**src/rtl/me_sequencer_if.sv**
```systemverilog
//==============================================================================
// Module      : me_sequencer_if
// Description : Control/address bundle between the motion-estimation frame
//               sequencer and its host, memories, PE array and comparator.
//               master : host side (drives start/abort, observes the rest)
//               slave  : sequencer side (observes start/abort, drives the rest)
//               start/abort       frame request and synchronous abort
//               AddressR/S1/S2    reference and search memory addresses
//               S1S2mux/NewDist   per-PE search-half select and restart strobe
//               PEready/Vector*   per-PE finished strobe and its motion vector
//               CompStart         comparator enable
//               busy/done         status and one-cycle completion pulse
// Revision    : 1.0 - initial release
//==============================================================================
`default_nettype none

interface me_sequencer_if;
    logic        start;
    logic        abort;
    logic [7:0]  AddressR;
    logic [9:0]  AddressS1;
    logic [9:0]  AddressS2;
    logic [15:0] S1S2mux;
    logic [15:0] NewDist;
    logic [15:0] PEready;
    logic        CompStart;
    logic [3:0]  VectorX;
    logic [3:0]  VectorY;
    logic        busy;
    logic        done;

    modport master (
        output start, abort,
        input  AddressR, AddressS1, AddressS2, S1S2mux, NewDist, PEready,
        input  CompStart, VectorX, VectorY, busy, done
    );

    modport slave (
        input  start, abort,
        output AddressR, AddressS1, AddressS2, S1S2mux, NewDist, PEready,
        output CompStart, VectorX, VectorY, busy, done
    );
endinterface

`default_nettype wire

```
**src/rtl/me_sequencer.sv**
```systemverilog
//==============================================================================
// Module      : me_sequencer
// Description : Frame sequencer for the 16-PE motion-estimation array. Walks
//               the 16 vertical search offsets of a 32x32 window against a
//               16x16 reference block (256 cycles per pass), then drains the
//               last pass out of the array and pulses done.
//               clock : system clock, rising edge
//               reset : asynchronous, active-high
//               bus   : me_sequencer_if.slave (start/abort in, addresses,
//                       per-PE strobes, vectors and status out)
//               All outputs decode from registered state only.
// Revision    : 1.0 - initial release
//==============================================================================
`default_nettype none

module me_sequencer (
    input  wire logic     clock,
    input  wire logic     reset,
    me_sequencer_if.slave bus
);

    typedef enum logic [1:0] {
        S_IDLE  = 2'd0,
        S_RUN   = 2'd1,
        S_DRAIN = 2'd2,
        S_DONE  = 2'd3
    } state_t;

    state_t      state_q, state_d;
    logic [3:0]  vy_q, vy_d;     // vertical search offset (pass number)
    logic [7:0]  c_q, c_d;       // cycle within pass / drain slot

    //--------------------------------------------------------------------------
    // State and counter registers
    //--------------------------------------------------------------------------
    always_ff @(posedge clock or posedge reset) begin
        if (reset) begin
            state_q <= S_IDLE;
            vy_q    <= 4'd0;
            c_q     <= 8'd0;
        end else begin
            state_q <= state_d;
            vy_q    <= vy_d;
            c_q     <= c_d;
        end
    end

    //--------------------------------------------------------------------------
    // Next-state logic
    //--------------------------------------------------------------------------
    always_comb begin
        state_d = state_q;
        vy_d    = vy_q;
        c_d     = c_q;
        case (state_q)
            S_IDLE: begin
                vy_d = 4'd0;
                c_d  = 8'd0;
                // abort wins over a simultaneous start
                if (bus.start && !bus.abort) begin
                    state_d = S_RUN;
                end
            end
            S_RUN: begin
                if (bus.abort) begin
                    state_d = S_IDLE;
                    vy_d    = 4'd0;
                    c_d     = 8'd0;
                end else begin
                    c_d = c_q + 8'd1;   // wraps to 0 at the end of a pass
                    if (c_q == 8'hFF) begin
                        vy_d = vy_q + 4'd1;
                        if (vy_q == 4'hF) begin
                            state_d = S_DRAIN;
                        end
                    end
                end
            end
            S_DRAIN: begin
                if (bus.abort) begin
                    state_d = S_IDLE;
                    vy_d    = 4'd0;
                    c_d     = 8'd0;
                end else if (c_q == 8'd15) begin
                    state_d = S_DONE;
                    c_d     = 8'd0;
                end else begin
                    c_d = c_q + 8'd1;
                end
            end
            default: begin
                // DONE always returns to IDLE; abort changes nothing here
                state_d = S_IDLE;
                vy_d    = 4'd0;
                c_d     = 8'd0;
            end
        endcase
    end

    //--------------------------------------------------------------------------
    // Output decode
    //--------------------------------------------------------------------------
    logic [9:0]  row;           // search-window row = vy + block row
    logic [7:0]  addr_r;
    logic [9:0]  addr_s1;
    logic [9:0]  addr_s2;
    logic [15:0] s1s2_mux;
    logic [15:0] new_dist;
    logic [15:0] pe_ready;
    logic        comp_start;
    logic [3:0]  vec_x;
    logic [3:0]  vec_y;
    logic        busy;
    logic        done;

    always_comb begin
        row        = 10'd0;
        addr_r     = 8'd0;
        addr_s1    = 10'd0;
        addr_s2    = 10'd0;
        s1s2_mux   = 16'd0;
        new_dist   = 16'd0;
        pe_ready   = 16'd0;
        comp_start = 1'b0;
        vec_x      = 4'd0;
        vec_y      = 4'd0;
        busy       = 1'b0;
        done       = 1'b0;
        case (state_q)
            S_RUN: begin
                addr_r  = c_q;
                row     = {6'd0, vy_q} + {6'd0, c_q[7:4]};
                // row <= 30, so row*32 + col never exceeds 975
                addr_s1 = {row[4:0], 5'd0} + {6'd0, c_q[3:0]};
                addr_s2 = addr_s1 + 10'd16;
                for (int i = 0; i < 16; i++) begin
                    s1s2_mux[i] = (c_q[3:0] >= i[3:0]);
                end
                if (c_q[7:4] == 4'd0) begin
                    new_dist[c_q[3:0]] = 1'b1;
                    // PE i reports the previous pass as it restarts
                    if (vy_q != 4'd0) begin
                        pe_ready[c_q[3:0]] = 1'b1;
                        vec_x = {~c_q[3], c_q[2:0]};   // i - 8
                        vec_y = vy_q + 4'd7;           // (vy - 1) - 8
                    end
                end
                comp_start = 1'b1;
                busy       = 1'b1;
            end
            S_DRAIN: begin
                pe_ready[c_q[3:0]] = 1'b1;
                vec_x      = {~c_q[3], c_q[2:0]};
                vec_y      = 4'd7;                     // last pass: 15 - 8
                comp_start = 1'b1;
                busy       = 1'b1;
            end
            S_DONE: begin
                comp_start = 1'b1;
                done       = 1'b1;
            end
            default: begin
            end
        endcase
    end

    assign bus.AddressR  = addr_r;
    assign bus.AddressS1 = addr_s1;
    assign bus.AddressS2 = addr_s2;
    assign bus.S1S2mux   = s1s2_mux;
    assign bus.NewDist   = new_dist;
    assign bus.PEready   = pe_ready;
    assign bus.CompStart = comp_start;
    assign bus.VectorX   = vec_x;
    assign bus.VectorY   = vec_y;
    assign bus.busy      = busy;
    assign bus.done      = done;

endmodule

`default_nettype wire

```
**src/flat_wrapper.sv**
```systemverilog
// flat-port wrapper written by rule: the top's interface ports become plain ports
module me_sequencer_flat 
  (clock, reset, bus_start, bus_abort, bus_AddressR, bus_AddressS1, bus_AddressS2, bus_S1S2mux, bus_NewDist, bus_PEready, bus_CompStart, bus_VectorX, bus_VectorY, bus_busy, bus_done);
  me_sequencer_if bus_i ();
  input  wire logic clock;
  input  wire logic reset;
  input wire logic [$bits(bus_i.start)-1:0] bus_start;
  input wire logic [$bits(bus_i.abort)-1:0] bus_abort;
  output wire logic [$bits(bus_i.AddressR)-1:0] bus_AddressR;
  output wire logic [$bits(bus_i.AddressS1)-1:0] bus_AddressS1;
  output wire logic [$bits(bus_i.AddressS2)-1:0] bus_AddressS2;
  output wire logic [$bits(bus_i.S1S2mux)-1:0] bus_S1S2mux;
  output wire logic [$bits(bus_i.NewDist)-1:0] bus_NewDist;
  output wire logic [$bits(bus_i.PEready)-1:0] bus_PEready;
  output wire logic [$bits(bus_i.CompStart)-1:0] bus_CompStart;
  output wire logic [$bits(bus_i.VectorX)-1:0] bus_VectorX;
  output wire logic [$bits(bus_i.VectorY)-1:0] bus_VectorY;
  output wire logic [$bits(bus_i.busy)-1:0] bus_busy;
  output wire logic [$bits(bus_i.done)-1:0] bus_done;
  assign bus_i.start = bus_start;
  assign bus_i.abort = bus_abort;
  assign bus_AddressR = bus_i.AddressR;
  assign bus_AddressS1 = bus_i.AddressS1;
  assign bus_AddressS2 = bus_i.AddressS2;
  assign bus_S1S2mux = bus_i.S1S2mux;
  assign bus_NewDist = bus_i.NewDist;
  assign bus_PEready = bus_i.PEready;
  assign bus_CompStart = bus_i.CompStart;
  assign bus_VectorX = bus_i.VectorX;
  assign bus_VectorY = bus_i.VectorY;
  assign bus_busy = bus_i.busy;
  assign bus_done = bus_i.done;
  me_sequencer u_core (.clock(clock), .reset(reset), .bus(bus_i));
endmodule
```
**config.mk**
```make
export PLATFORM = sky130hd
export DESIGN_NAME = me_sequencer_flat
export DESIGN_NICKNAME = d
export VERILOG_FILES = /design/src/rtl/me_sequencer_if.sv /design/src/rtl/me_sequencer.sv /design/src/flat_wrapper.sv
export SDC_FILE = /design/constraint.sdc
export NUM_CORES = 1
export LEC_CHECK = 0
export ABC_AREA = 1
export CORE_ASPECT_RATIO = 1.1
export CORE_UTILIZATION = 40
export DETAILED_ROUTE_END_ITERATION = 8
export GPL_ROUTABILITY_DRIVEN = 0
export HOLD_SLACK_MARGIN = 0.02
export MAX_ROUTING_LAYER = met4
export PLACE_DENSITY = 0.91
export REMOVE_ABC_BUFFERS = 1
export SLEW_MARGIN = 30
export SYNTH_ARGS = -nofsm -noshare
export SYNTH_HDL_FRONTEND = slang
export SYNTH_SLANG_ARGS = --single-unit
```
**constraint.sdc**
```tcl
create_clock -name clock -period 5.9 [get_ports clock]
set_clock_uncertainty 0.2 [all_clocks]
set_input_delay 0.885 -clock clock [delete_from_list [all_inputs] [get_ports clock]]
set_output_delay 0.885 -clock clock [all_outputs]
set_load 0.005 [all_outputs]
```
==> results of run 1 <==
[flip-flops by register name, indices dropped and copies added, names as in the netlist]
name / count
u_core.c_q: 8
u_core.state_q: 2
u_core.vy_q: 4
[area by class of cell]
cell class                      instances  area share (%)
Tap cell                               54            2.58
Multi-Input combinational cell        193            42.3
Timing Repair Buffer                   89            34.0
Inverter                               39            5.59
Clock buffer                            4            2.10
Sequential cell                        14            13.4
[synthesized netlist by cell type]
cell type	n
a21oi_2	9
a21oi_1	20
nand2_4	1
ha_1	17
a2bb2oi_1	1
buf_4	16
dfrtp_1	14
inv_2	2
conb_1	1
nor2_1	37
nand4_1	6
o21ai_1	1
nand3_4	1
or2_2	1
nor3b_1	1
xor2_1	4
inv_1	37
nand3_1	10
nor3_1	2
nand2_1	56
nor2_2	3
buf_6	2
nor2_4	2
o21ai_0	12
nand2_2	4
fa_1	1
clkbuf_1	2
a211oi_1	1
o21bai_2	1
buf_2	3
xnor2_1	1
[per-stage QoR]
step	area (sq um)	setup WS (ns)	utilization (%)	total power, mW
after CTS	2620	1.99	61.1	0.639
after detailed placement	2560	2.26	59.8	0.542
after floorplan	1600	3.07	-	0.374
after global placement	2560	2.39	59.8	0.530
after global routing	2620	1.76	61.1	0.686
final	2620	1.97	61.1	0.637
[worst min-delay path, cell delays in order, from the launching register on]
cell and delay (ns):
dfrtp_1 0.39, nand2_1 0.07, nand2_1 0.07
[layer usage]
metal / vias up / global-route usage, %
met5: - / -
met4: 0 / 6.28
met3: 10 / 2.71
met2: 66 / 38.6
met1: 877 / 22.9
li1: 969 / -
[kinds of logic after synthesis]
family	after synthesis
xor+xnor	5
flops	14
fa+ha+maj	18
compound gates	45
other cells	1
simple gates	124
buf+inv	62
[cells in the final DEF (no fill, tap or decap), types with 2 or more instances in the layout]
master / n
clkdlybuf4s50_1: 89
nand2_1: 56
inv_1: 37
nor2_1: 37
a21oi_1: 20
ha_1: 17
dfrtp_1: 14
o21ai_0: 12
nand3_1: 10
a21oi_2: 9
nand4_1: 6
nand2_2: 4
xor2_1: 4
clkbuf_8: 4
nor2_2: 3
inv_2: 2
nor2_4: 2
nor3_1: 2
[power breakdown]
group / internal (mW) / leakage (nW) / switching, mW / total [mW]
registers: 0.110 / 0.192 / 0.0210 / 0.131
logic: 0.171 / 0.944 / 0.241 / 0.411
clock network: 0.0591 / 0.0288 / 0.0356 / 0.0947
total: 0.340 / 1.16 / 0.297 / 0.637
[path summary, 6_finish.rpt]
kind                                   start           endpoint  slack [ns]  cells after the start
min in group asynchronous              reset      u_core.c_q[4]        0.79                      2
max                        u_core.state_q[1]     bus_VectorY[0]        1.97                      7
max reg2reg                u_core.state_q[1]  u_core.state_q[0]        3.71                     10
max in group asynchronous              reset     u_core.vy_q[3]        4.35                      2
min reg2reg                u_core.state_q[1]  u_core.state_q[1]        0.35                      2
min                        u_core.state_q[1]  u_core.state_q[1]        0.35                      2
==> metrics, run 1 <==
# setup viols final=0; Area contributors post-synth=dfrtp_1, ha_1, nand2_1; Post-CTS Resized=0; hold slack=0.354 ns; status=finished, final reports clean; RSZ-0062 raised after global routing=no; Data required, critical path=4.82 ns; CP endpoint kind=output port; TritonCTS Buffers=3; CTS Hold Bufs=0; fin cells=393; IO Count=91; Post-DRT Antenna Nets=0; final worst-path cycle share=66.7%; Yosys top cell by area=dfrtp_1; compound-gate portion of the synthesized area=15.3%; FF/Latch Area=350 sq um; #FFs+latches synth=14; Post-CTS Setup Inserts=0; top-area cell type share of the netlist area=19.8%; largest family of logic cells by synthesized area=simple AND/OR/NAND/NOR gates; mux share of post-synthesis cell area=0%; Slowest-stage cell, CP=ha_1; # DRC=0; XOR/XNOR Fraction of Synth Area=2.48%; Area growth, synth to finish=47.9%; Initial Util=41.3%; wire length on met1=1.97 mm; root buffer cell=clkbuf_8; slowest stage delay, CP=0.55 ns; Worst-path clk slew=0.06 ns; largest net degree at the start of global routing=25; CP max FO=24; Avg Inst Size Synth=6.58 sq um; Post-Syn Area=1770 sq um; num rows=25; # nets final=362; antenna diode count=0; H-tree Lvls=1; Die X-Extent=65.4 um; initial antenna violation count=0; register area share after synthesis=19.8%; final slew viol count=0; Routed WL=4.77 mm; gr usage total=20.9%; Core Region=4290 sq um; Detailed Routing Iterations Pass 1=4; number of port buffers=89; die height=71.8 um; die area=4690 sq um; drt wl/cell=12.1 um; HPWL after DPL=3.75 mm; Leak Pwr=1.16 nW; Final Critical Period=3.93 ns; CP Cell Sequence=inv_1, ha_1, inv_2, nor2_4, nand3_4, o21ai_0, clkdlybuf4s50_1; crit path DAT=2.85 ns; detailed-route via count=1922; simple-gate share of the synthesized area=31.4%; normalized max-slew margin=36.8%; Slew @ Worst Pin=0.946 ns; setup_tns=0 ns; highest routed layer=met4; CP delay by family, top=buffers and inverters; CTS max path bufs=2; fmax=254 MHz; worst skew pair latency=0.25 ns; max cap viols=0; multi-input logic area=1110 sq um; Synth Warn #=0; total gr overflow=0; Synth Area in Adders=13.2%; WL met2=2.46 mm; drt via density=4.89; vias in the first global route=1701; first-pass GRT wire length=7.62 mm; crit path launch type=flip-flop; post-synthesis instance total=269; maximum vdd drop=0.248 mV; clk sinks=14; Placed Cells=389; crit path kind=reg2out; DRT iter0 DRCs=76; endpoints failing hold=0; Hold WC Path Type=reg2reg; Fillers=388; WL met3=259 um; CTS tree=built; Unique masters post-synth=31; CP bufs+invs=3; share of layout cells above drive strength 1=8.26%; PD cells=243 nW/um^2
Note: power is estimated with default switching activity, not from simulation.
==> run 2: changes to the inputs <==
- clock period: 5.9 -> 3.8 ns (I/O delays scaled with it)
==> metrics, run 2 (synthesized netlist as in run 1, its figures left out) <==
# setup viols final=0; final slew viol count=0; Critical Path Stages=7; final worst-path cycle share=81.9%; Die X-Extent=65.4 um; Area growth, synth to finish=48.8%; CTS tree=built; DRT iter0 DRCs=75; Slew @ Worst Pin=0.571 ns; hold path depth=2; Detailed Routing Iterations Pass 1=4; Post-DRT Antenna Nets=0; maximum vdd drop=0.313 mV; CP endpoint kind=output port; TritonCTS Buffers=3; number of port buffers=89; Final Util=61.4%; Largest register FFs=8; detailed-route via count=1994; gr usage total=22.6%; crit path DAT=2.34 ns; Routed WL=5.01 mm; Crit Reg-Reg Startpoint=u_core.state_q[0]; # DRC=0; clk sinks=14; die height=71.8 um; Pwr Total=1.01 mW; first-pass GRT wire length=8.13 mm; antenna diode count=0; CP bufs+invs=3; Slowest-stage cell, CP=clkdlybuf4s50_1; max cap viols=0; status=finished, final reports clean; PD cells=385 nW/um^2; Core Region=4290 sq um; IO Count=91; largest net degree at the start of global routing=25; Hold WC Path Type=reg2reg; Worst-path clk slew=0.06 ns; Initial Util=41.3%; setup_tns=0 ns; slowest stage delay, CP=0.53 ns; vias in the first global route=1849; die area=4690 sq um; fmax=321 MHz; CP delay by family, top=buffers and inverters; crit path launch type=flip-flop; drt via density=5.05; # nets final=364; min-delay src=u_core.state_q[1]; initial antenna violation count=0; Fillers=370; reg2reg end=u_core.c_q[5]; Worst Hold End=u_core.state_q[1]; endpoints failing hold=0; leading cell types in the layout, fill and taps excluded=clkdlybuf4s50_1, nand2_1, inv_1, nor2_1, a21oi_1; CP Cell Sequence=inv_1, ha_1, inv_2, nor2_4, nand3_4, o21ai_0, clkdlybuf4s50_1; Leak Pwr=1.17 nW; crit path kind=reg2out; total gr overflow=0; normalized max-slew margin=61.9%; share of layout cells above drive strength 1=8.80%; biggest regs=u_core.c_q: 8 flops, u_core.vy_q: 4 flops, u_core.state_q: 2 flops; root buffer cell=clkbuf_8; CTS max path bufs=2; worst skew pair latency=0.25 ns; RSZ-0062 raised after global routing=no; CTS Hold Bufs=0; Largest Register=u_core.c_q; commonest non-fill, non-tap cell in the layout=clkdlybuf4s50_1; drt wl/cell=12.7 um; Post-CTS Resized=0; num rows=25; H-tree Lvls=1; CP max FO=24; HPWL after DPL=3.90 mm; Register-to-Register Path Depth=7; Final Critical Period=3.11 ns; R2R Setup Slk=1.96 ns; Post-CTS Setup Inserts=0; Data required, critical path=3.03 ns
## run 2: cell types whose count changed in the layout (fill, tap and decap cells not counted), sizes merged
| cell | change |
|---|---|
| buf | +2 |
## run 2: stage by stage
| stage | hold WS [ns] | instances | cell area [sq um] | worst slack (ns) |
|---|---|---|---|---|
| 2_1_floorplan | 0.259 | 246 | 1600 | 1.29 |
| 3_3_place_gp | 0.320 | 391 | 2580 | 1.06 |
| 3_5_place_dp | 0.344 | 391 | 2580 | 1.00 |
| 4_1_cts | 0.365 | 395 | 2630 | 0.683 |
| 5_1_grt | 0.392 | 395 | 2630 | 0.539 |
| 6_report | 0.370 | 395 | 2630 | 0.687 |
## run 2: worst max-delay path by stage
stage                           start               to
finish              u_core.state_q[1]   bus_VectorY[0]
global route        u_core.state_q[1]   bus_PEready[4]
CTS                 u_core.state_q[1]   bus_VectorY[0]
detailed placement  u_core.state_q[1]  bus_PEready[12]
global placement    u_core.state_q[1]   bus_VectorY[0]
floorplan           u_core.state_q[1]   bus_VectorY[0]
## run 2: layout make-up
class / instances / area [sq um] / share of cell area (%)
clock buffer: 4 / 55.1 / 2.09
inverter: 39 / 146 / 5.56
multi-input combinational: 193 / 1110 / 42.1
sequential: 14 / 350 / 13.3
tap: 54 / 67.6 / 2.57
timing repair buffer: 91 / 906 / 34.4
## run 2: power by group
group / leakage (nW) / internal (mW) / switching (mW)
registers: 0.192 / 0.171 / 0.0331
clock network: 0.0288 / 0.0920 / 0.0587
logic: 0.953 / 0.276 / 0.384
total: 1.17 / 0.539 / 0.476
## run 2: metal layers
metal	track usage (%)	up-vias	part of all wire, %
met3	2.71	8	5.3
met5	-	-	0
li1	-	969	-
met2	41.2	73	54
met4	10.4	0	1.5
met1	23.9	944	39
## run 2: worst min-delay path, stage by stage, from the launching register on
cell and delay [ns]:
dfrtp_1 0.40, nand2_1 0.07, nand2_1 0.06
